==> src/rtl/sd_cmd_seq.sv <==
// SPI-mode SD command sequencer: frames a 6-byte command, polls with 0xFF filler for R1, owns chip select.
// Latency: start to done is 8*(7+p) sclk for an R1 on poll slot p; 8*(7+RESP_TIMEOUT) on timeout.
// Backpressure: none; start is only sampled in IDLE. Define SD_CRC7_EN to compute CRC7 in place of constant CRC bytes.
module sd_cmd_seq #(
    parameter int RESP_TIMEOUT = 8
) (
    input  logic        sclk,
    input  logic        reset,
    input  logic        start,
    input  logic [5:0]  cmd_idx,
    input  logic [31:0] cmd_arg,
    input  logic [7:0]  rx_byte,
    output logic [7:0]  tx_byte,
    output logic        cs_n,
    output logic        busy,
    output logic        done,
    output logic [7:0]  r1,
    output logic        timeout
);

    typedef enum logic [2:0] {
        S_IDLE,
        S_SEND,
        S_POLL,
        S_TAIL,
        S_DONE
    } state_t;

    state_t      r_state;
    logic [2:0]  r_bit_cnt;
    logic [2:0]  r_byte_idx;
    logic [7:0]  r_poll_cnt;
    logic [5:0]  r_idx;
    logic [31:0] r_arg;
    logic [7:0]  r_tx_byte;
    logic        r_cs_n;
    logic        r_busy;
    logic        r_done;
    logic [7:0]  r_r1;
    logic        r_timeout;

    logic        w_boundary;
    logic [7:0]  w_crc_byte;
    logic [7:0]  w_nxt_byte;

`ifdef SD_CRC7_EN
    logic [6:0]  r_crc;
    logic        w_crc_fb;
    logic [6:0]  w_crc_nxt;

    // Serial CRC7 step over the bit currently on the wire; the last bit is folded in combinationally at the byte4 boundary
    always_comb begin
        w_crc_fb   = r_tx_byte[3'd7 - r_bit_cnt] ^ r_crc[6];
        w_crc_nxt  = {r_crc[5:3], r_crc[2] ^ w_crc_fb, r_crc[1:0], w_crc_fb};
        w_crc_byte = {w_crc_nxt, 1'b1};
    end
`else
    // Fixed CRC bytes: only CMD0 and CMD8 are checked by a card in SPI mode
    always_comb begin
        case (r_idx)
            6'd0:    w_crc_byte = 8'h95;
            6'd8:    w_crc_byte = 8'h87;
            default: w_crc_byte = 8'h01;
        endcase
    end
`endif

    // Frame byte that follows the one currently presented
    always_comb begin
        w_boundary = (r_bit_cnt == 3'd7);
        case (r_byte_idx)
            3'd0:    w_nxt_byte = r_arg[31:24];
            3'd1:    w_nxt_byte = r_arg[23:16];
            3'd2:    w_nxt_byte = r_arg[15:8];
            3'd3:    w_nxt_byte = r_arg[7:0];
            default: w_nxt_byte = w_crc_byte;
        endcase
    end

    // Command sequencing FSM with registered outputs
    always_ff @(posedge sclk or posedge reset) begin
        if (reset) begin
            r_state    <= S_IDLE;
            r_bit_cnt  <= 3'd0;
            r_byte_idx <= 3'd0;
            r_poll_cnt <= 8'd0;
            r_idx      <= 6'd0;
            r_arg      <= 32'd0;
            r_tx_byte  <= 8'hFF;
            r_cs_n     <= 1'b1;
            r_busy     <= 1'b0;
            r_done     <= 1'b0;
            r_r1       <= 8'hFF;
            r_timeout  <= 1'b0;
`ifdef SD_CRC7_EN
            r_crc      <= 7'd0;
`endif
        end else begin
            r_done <= 1'b0;
            if (r_state != S_IDLE) begin
                r_bit_cnt <= r_bit_cnt + 3'd1;
            end
            case (r_state)
                S_IDLE: begin
                    if (start) begin
                        r_idx      <= cmd_idx;
                        r_arg      <= cmd_arg;
                        r_r1       <= 8'hFF;
                        r_timeout  <= 1'b0;
                        r_cs_n     <= 1'b0;
                        r_busy     <= 1'b1;
                        r_tx_byte  <= {2'b01, cmd_idx};
                        r_byte_idx <= 3'd0;
                        r_state    <= S_SEND;
`ifdef SD_CRC7_EN
                        r_crc      <= 7'd0;
`endif
                    end
                end
                S_SEND: begin
`ifdef SD_CRC7_EN
                    if (r_byte_idx <= 3'd4) begin
                        r_crc <= w_crc_nxt;
                    end
`endif
                    if (w_boundary) begin
                        if (r_byte_idx == 3'd5) begin
                            r_tx_byte  <= 8'hFF;
                            r_poll_cnt <= 8'd0;
                            r_state    <= S_POLL;
                        end else begin
                            r_byte_idx <= r_byte_idx + 3'd1;
                            r_tx_byte  <= w_nxt_byte;
                        end
                    end
                end
                S_POLL: begin
                    if (w_boundary) begin
                        if (!rx_byte[7]) begin
                            r_r1    <= rx_byte;
                            r_state <= S_TAIL;
                        end else if ((r_poll_cnt + 8'd1) == 8'(RESP_TIMEOUT)) begin
                            r_timeout <= 1'b1;
                            r_r1      <= 8'hFF;
                            r_state   <= S_TAIL;
                        end else begin
                            r_poll_cnt <= r_poll_cnt + 8'd1;
                        end
                    end
                end
                S_TAIL: begin
                    if (w_boundary) begin
                        r_cs_n  <= 1'b1;
                        r_done  <= 1'b1;
                        r_state <= S_DONE;
                    end
                end
                default: begin
                    // Done cycle: drop busy and return to IDLE with counters cleared
                    r_busy     <= 1'b0;
                    r_bit_cnt  <= 3'd0;
                    r_byte_idx <= 3'd0;
                    r_poll_cnt <= 8'd0;
                    r_state    <= S_IDLE;
                end
            endcase
        end
    end

    assign tx_byte = r_tx_byte;
    assign cs_n    = r_cs_n;
    assign busy    = r_busy;
    assign done    = r_done;
    assign r1      = r_r1;
    assign timeout = r_timeout;

endmodule

==> config.mk <==
export PLATFORM = sky130hd
export DESIGN_NAME = sd_cmd_seq
export DESIGN_NICKNAME = d
export VERILOG_FILES = /design/src/rtl/sd_cmd_seq.sv
export SDC_FILE = /design/constraint.sdc
export NUM_CORES = 1
export LEC_CHECK = 0
export ABC_AREA = 1
export CAP_MARGIN = 40
export CORE_MARGIN = 2
export CORE_UTILIZATION = 52
export CTS_CLUSTER_DIAMETER = 50
export DETAILED_ROUTE_END_ITERATION = 8
export PLACE_DENSITY_LB_ADDON = 0.3
export SKIP_CTS_REPAIR_TIMING = 1
export SYNTH_ARGS = -nofsm -noshare
export SYNTH_HDL_FRONTEND = slang
export SYNTH_SLANG_ARGS = --single-unit
==> constraint.sdc <==
create_clock -name sclk -period 3.05 [get_ports sclk]
set_input_delay 0.4575 -clock sclk [delete_from_list [all_inputs] [get_ports sclk]]
set_output_delay 0.4575 -clock sclk [all_outputs]
set_load 0.02 [all_outputs]
Word-level counts from Yosys, hierarchy flattened
Cells that the tools add are included.

Bits in read-only memories: 0. Logic and storage cells: 101. Flip-flop bits (word level): 75. Bits in latches: 0. Memories kept: 0. Output and inout bits: 20. Bits in writable memories: 0.

Muxes and demuxes: 42. Eq/ne operators: 21. Add/sub/neg operators: 3. Shift operators: 0. Bitwise operators: 3. Magnitude comparators: 0. Multipliers: 0. Reductions and logical operators: 20. Div/mod/pow operators: 0.

Operators by type and width (count): $mux 8 (12); $pmux 8 s2 (3); $mux 3 (12); $pmux 8 s4 (1); $pmux 8 s3 (1); $ne 2x2->1 const B (9); $eq 3x2->1 const B (4); $pmux 3 s4 (1); $reduce_and 6->1 (2); $pmux 3 s3 (1); $add 8x1->8 const B (1); $eq 8x4->1 const B (1); $mux 1 (8); $reduce_and 4->1 (2); $add 3x1->3 const B (2); $eq 3x1->1 const B (2); $eq 3x3->1 const B (2); $eq 6x4->1 const B (1); $logic_not 3->1 (2); $logic_not 6->1 (1); $pmux 1 s2 (3); $reduce_and 3->1 (2); $reduce_bool 2->1 (3); $reduce_and 5->1 (1); 8 further kinds (12).

Longest topological paths before layout
Depth in word-level cells: 6. Depth in mapped cells: 12. Gate-level depth less buffers: 11.

Worst setup path before layout
No wires, ideal clock.

Path kind: reg2reg. Start: reg r_poll_cnt[0]. End: reg r_poll_cnt[0]. Clock period less this slack: 1.634 ns. Path slack: 1.416 ns. Data arrival time: 1.567 ns. Required time: 2.983 ns. Buffers on the path: 1. Stages on the path, launching flop included: 11. Cells stage by stage: dfrtp_1 -> ha_1 -> nand3_1 -> o21ai_1 -> nand2_1 -> nor2_2 -> nand3_2 -> buf_6 -> o21ai_4 -> nand2_1 -> nand2_1.

Cells in the longest elaborated chain, start to end: 5. Elaborated cells between the ends (all ways): 8. Those cells by class: add/sub: 1; eq/ne: 2; mux: 4; reduce/logical: 1.

RTL lines: start, declared (RTL line 32) `logic [7:0] r_poll_cnt;`; start signal, assigned (RTL line 147) `r_poll_cnt <= r_poll_cnt + 8'd1;`; $add 8x1->8 (*) (RTL line 142, 147); branches (longest 4 deep; another with $eq 8x4->1).

Mark *: on every way between the ends. The select of a mux whose other input is x is not followed. A chain may end at the register's enable or synchronous reset.

Worst setup path in the final report
Start: reg r_poll_cnt[0]. End: reg r_r1[1] (netlist: r1[1]).

Cells in the longest elaborated chain, start to end: 4.

RTL lines: $add 8x1->8 (RTL line 142) `end else if ((r_poll_cnt + 8'd1) == 8'(RESP_TIMEOUT)) begin`; $eq 8x4->1 (RTL line 142); $ne 3x3->1 (no line); $reduce_and 4->1 (no line); end signal, assigned (RTL line 140) `r_r1 <= rx_byte;`; end, declared (RTL line 39) `logic [7:0] r_r1;`.

No other way between the ends.

==> summary.md <==
| Metric | Value |
|---|---|
| Hold path cells | `2` |
| Htree depth | `3` |
| Critical Path RT | `3.33 ns` |
| Final Hold Viols | `0` |
| Final setup fails | `0` |
| Critical R2R Launch | `r_poll_cnt[0]$_DFFE_PP0P_` |
| Fraction of layout cells with a size suffix above 1 | `0.102` |
| Port bufs | `between 60 and 70` |
| CP max FO | `11` |
| Slew @ Worst Pin | `just under 0.6 ns` |
| Vias in the first global route | `roughly 3200` |
| LEAKAGE | `between 2 and 2.5 nW` |
| Clock sinks | `75` |
| Crit path capture type | `register` |
| Final HPWL DP | `roughly 6100 um` |
| Synth top area share | `0.396` |
| WP data arrival | `~2.4 ns` |
| Die height | `~88 um` |
| Seq/Total Area, Yosys | `0.518` |
| Final WL | `between 8000 and 9000 um` |
| Area occupied by multi-input gates | `~1600 um2` |
| Initial antenna violation count | `0` |
| Reg-to-reg slack, setup | `around 0.9 ns` |
| DR iter-0 viols | `~200` |
| Slowest CP cell | `dfrtp_1` |
| Setup TNS | `0 ns` |
| Worst setup SP type | `register` |
| Antenna Nets Post-Route | `0` |
| Kind of critical path | `register to register` |
| Max Freq | `465 MHz` |
| DRC | `0` |
| Largest cells by area after synthesis | `dfrtp_1 (40%), nand2_1 (22%), dfstp_2 (12%)` |
| Most frequent cells in the layout | `nand2_1 (218), clkdlybuf4s50_1 (68), dfrtp_1 (58)` |
| Top-Level Pins | `69` |
| R2r endpoint | `r1[1]$_DFFE_PP1P_` |
| CTS tree | `done` |
| Gr usage total | `0.238` |
| Cts bufs inserted | `9` |
| CP Cell Sequence | `ha_1 -> nand3_1 -> o21ai_1 -> nand2_1 -> nor2_2 -> nand3_2 -> nand3_2 -> nand2_2 -> nand2_1 -> nand2_1` |
| Routability cong. | `slightly below 0.9` |
| Leading area contributor after synthesis | `dfrtp_1` |
| Maximum vdd drop | `0.000325 V` |
| Syn avg cell area | `7.93 um2` |
| Seq cells post-synth | `75` |
| Largest net degree at the start of global routing | `45` |
| Clock Skew | `approximately 0.0082 ns` |
| Hold crit path type | `register to register` |
| Die width | `slightly below 90 um` |
| Nets@finish | `about 600` |
| Post-Synthesis Cells | `approximately 460` |
| Vias | `between 3000 and 4000` |
| Fin crit share | `0.705` |
| Max-cap viol count | `0` |
| Clk slew on worst S/H paths | `0.08 ns` |
| Crit path launch | `r_poll_cnt[0]$_DFFE_PP0P_` |
| Gr ovfl total | `0` |
| DR WL/cell | `13.3 um` |
| Clk_lat worst skew | `between 0.3 and 0.4 ns` |
| First-pass GRT wire length | `14300 um` |
| Core area | `6790 um2` |
| Critical path's most frequent cell | `nand2_1` |
| Critical path endpoint | `r1[1]$_DFFE_PP1P_` |
| First-pass DRT Iterations | `5` |
| Min Tclk post-route | `between 2 and 2.5 ns` |
| Final hold slack | `about 0.47 ns` |
| Avg Vias per Cell | `5.10` |
| Syn nets | `between 500 and 600` |
| Die ar. | `a little under 8000 um2` |
| RSZ-0062 raised after global routing | `no` |
| Outcome | `finished clean` |
| Syn-to-layout area delta | `27.0%` |
| Pwr/cell area | `slightly below 400 nW/um2` |
| Slew headroom | `0.610` |
| Cell row count | `30` |
| Synthesized cell area | `between 3000 and 4000 um2` |
| Diodes inserted | `0` |
| Post-synth cell types | `33` |
| Clk root buf | `clkbuf_8` |
| R2R depth | `10` |
| Register area | `roughly 1900 um2` |
| Max Buffers Root-to-Sink | `2` |
| Initial core utilization | `0.539` |
| Max incr delay on CP | `~0.46 ns` |
| Commonest non-fill, non-tap cell in the layout | `nand2_1` |
| Slew Limit Fails | `0` |
| Ys Warns | `0` |
| Fillers | `560` |
[critical path, delay by kind of cell (launching register included)]
family / cells / cell delay [ns]
DFF: 1 / 0.46
adders and majority gates: 1 / 0.24
and+or+nand+nor: 8 / 1.23
AOI/OAI and AO/OA: 1 / 0.15
[worst min-delay path by stage]
stage                         startpoint              endpoint  slack, ns
floorplan           r_idx[0]$_DFFE_PP0P_  r_idx[0]$_DFFE_PP0P_       0.44
global placement       r1[0]$_DFFE_PP1P_     r1[0]$_DFFE_PP1P_       0.45
detailed placement     r1[2]$_DFFE_PP1P_     r1[2]$_DFFE_PP1P_       0.45
CTS                    r1[2]$_DFFE_PP1P_     r1[2]$_DFFE_PP1P_       0.47
global route           r1[4]$_DFFE_PP1P_     r1[4]$_DFFE_PP1P_       0.49
finish                 r1[2]$_DFFE_PP1P_     r1[2]$_DFFE_PP1P_       0.47
[logic make-up after synthesis]
family,Yosys count,share of synthesized area
and+or+nand+nor,296,0.340
buffers and inverters,48,0.0512
adders and majority gates,8,0.0273
xor gates and xnor gates,2,0.00478
AOI/OAI and AO/OA,33,0.0587
DFF,75,0.518
[registers in the layout, indices dropped and copies added (netlist names)]
| register | cells |
|---|---|
| r_arg | 32 |
| done | 1 |
| r_poll_cnt | 8 |
| tx_byte | 8 |
| cs_n | 1 |
| busy | 1 |
| r_idx | 6 |
| timeout | 1 |
| r_state | 3 |
| r_bit_cnt | 3 |
| r1 | 8 |
| r_byte_idx | 3 |
[power by group]
group,internal [mW],total [mW],leakage [nW],switching (mW)
clock network,0.396,0.752,0.0991,0.356
logic,0.0578,0.0907,1.33,0.0329
registers,0.995,0.995,0.937,0
[per-layer routing]
layer,up-vias,track usage,routed length [um]
li1,1617,-,-
met4,0,0.0643,123
met2,103,0.399,4180
met3,16,0.0566,453
met5,-,0,0
met1,1502,0.313,3670
[through the flow]
step / instance area [um2] / utilization / power (mW) / std cells / worst slack (ns)
after floorplan: 3660 / - / 1.03 / 462 / 0.711
after global placement: 4460 / 0.656 / 1.11 / 619 / 0.932
after detailed placement: 4460 / 0.656 / 1.11 / 619 / 0.872
after CTS: 4650 / 0.685 / 1.85 / 635 / 0.935
after global routing: 4650 / 0.685 / 1.91 / 635 / 0.629
final: 4650 / 0.685 / 1.84 / 635 / 0.899
[Yosys cell counts (all sizes together)]
| library cell | instances |
|---|---|
| nand2 | 221 |
| dfrtp | 58 |
| inv | 36 |
| nand3 | 29 |
| nor2 | 25 |
| o21ai | 18 |
| dfstp | 17 |
| nand4 | 15 |
| clkbuf | 9 |
| ha | 8 |
| nor3 | 5 |
| a21oi | 3 |
| a221oi | 3 |
| a211oi | 2 |
| buf | 2 |
| o211ai | 2 |
| o221ai | 2 |
| clkinv | 1 |
| o2111ai | 1 |
| o31ai | 1 |
| o32ai | 1 |
| or2 | 1 |
| xnor2 | 1 |
| xor2 | 1 |
[cell type report]
class,instances,area share
sequential,75,0.408
clock buffer,11,0.0304
multi-input combinational,339,0.339
inverter,37,0.0299
timing repair buffer,72,0.155
clock inverter,5,0.0113
tap,96,0.0258
No activity file was read; power rests on OpenSTA's default activity.
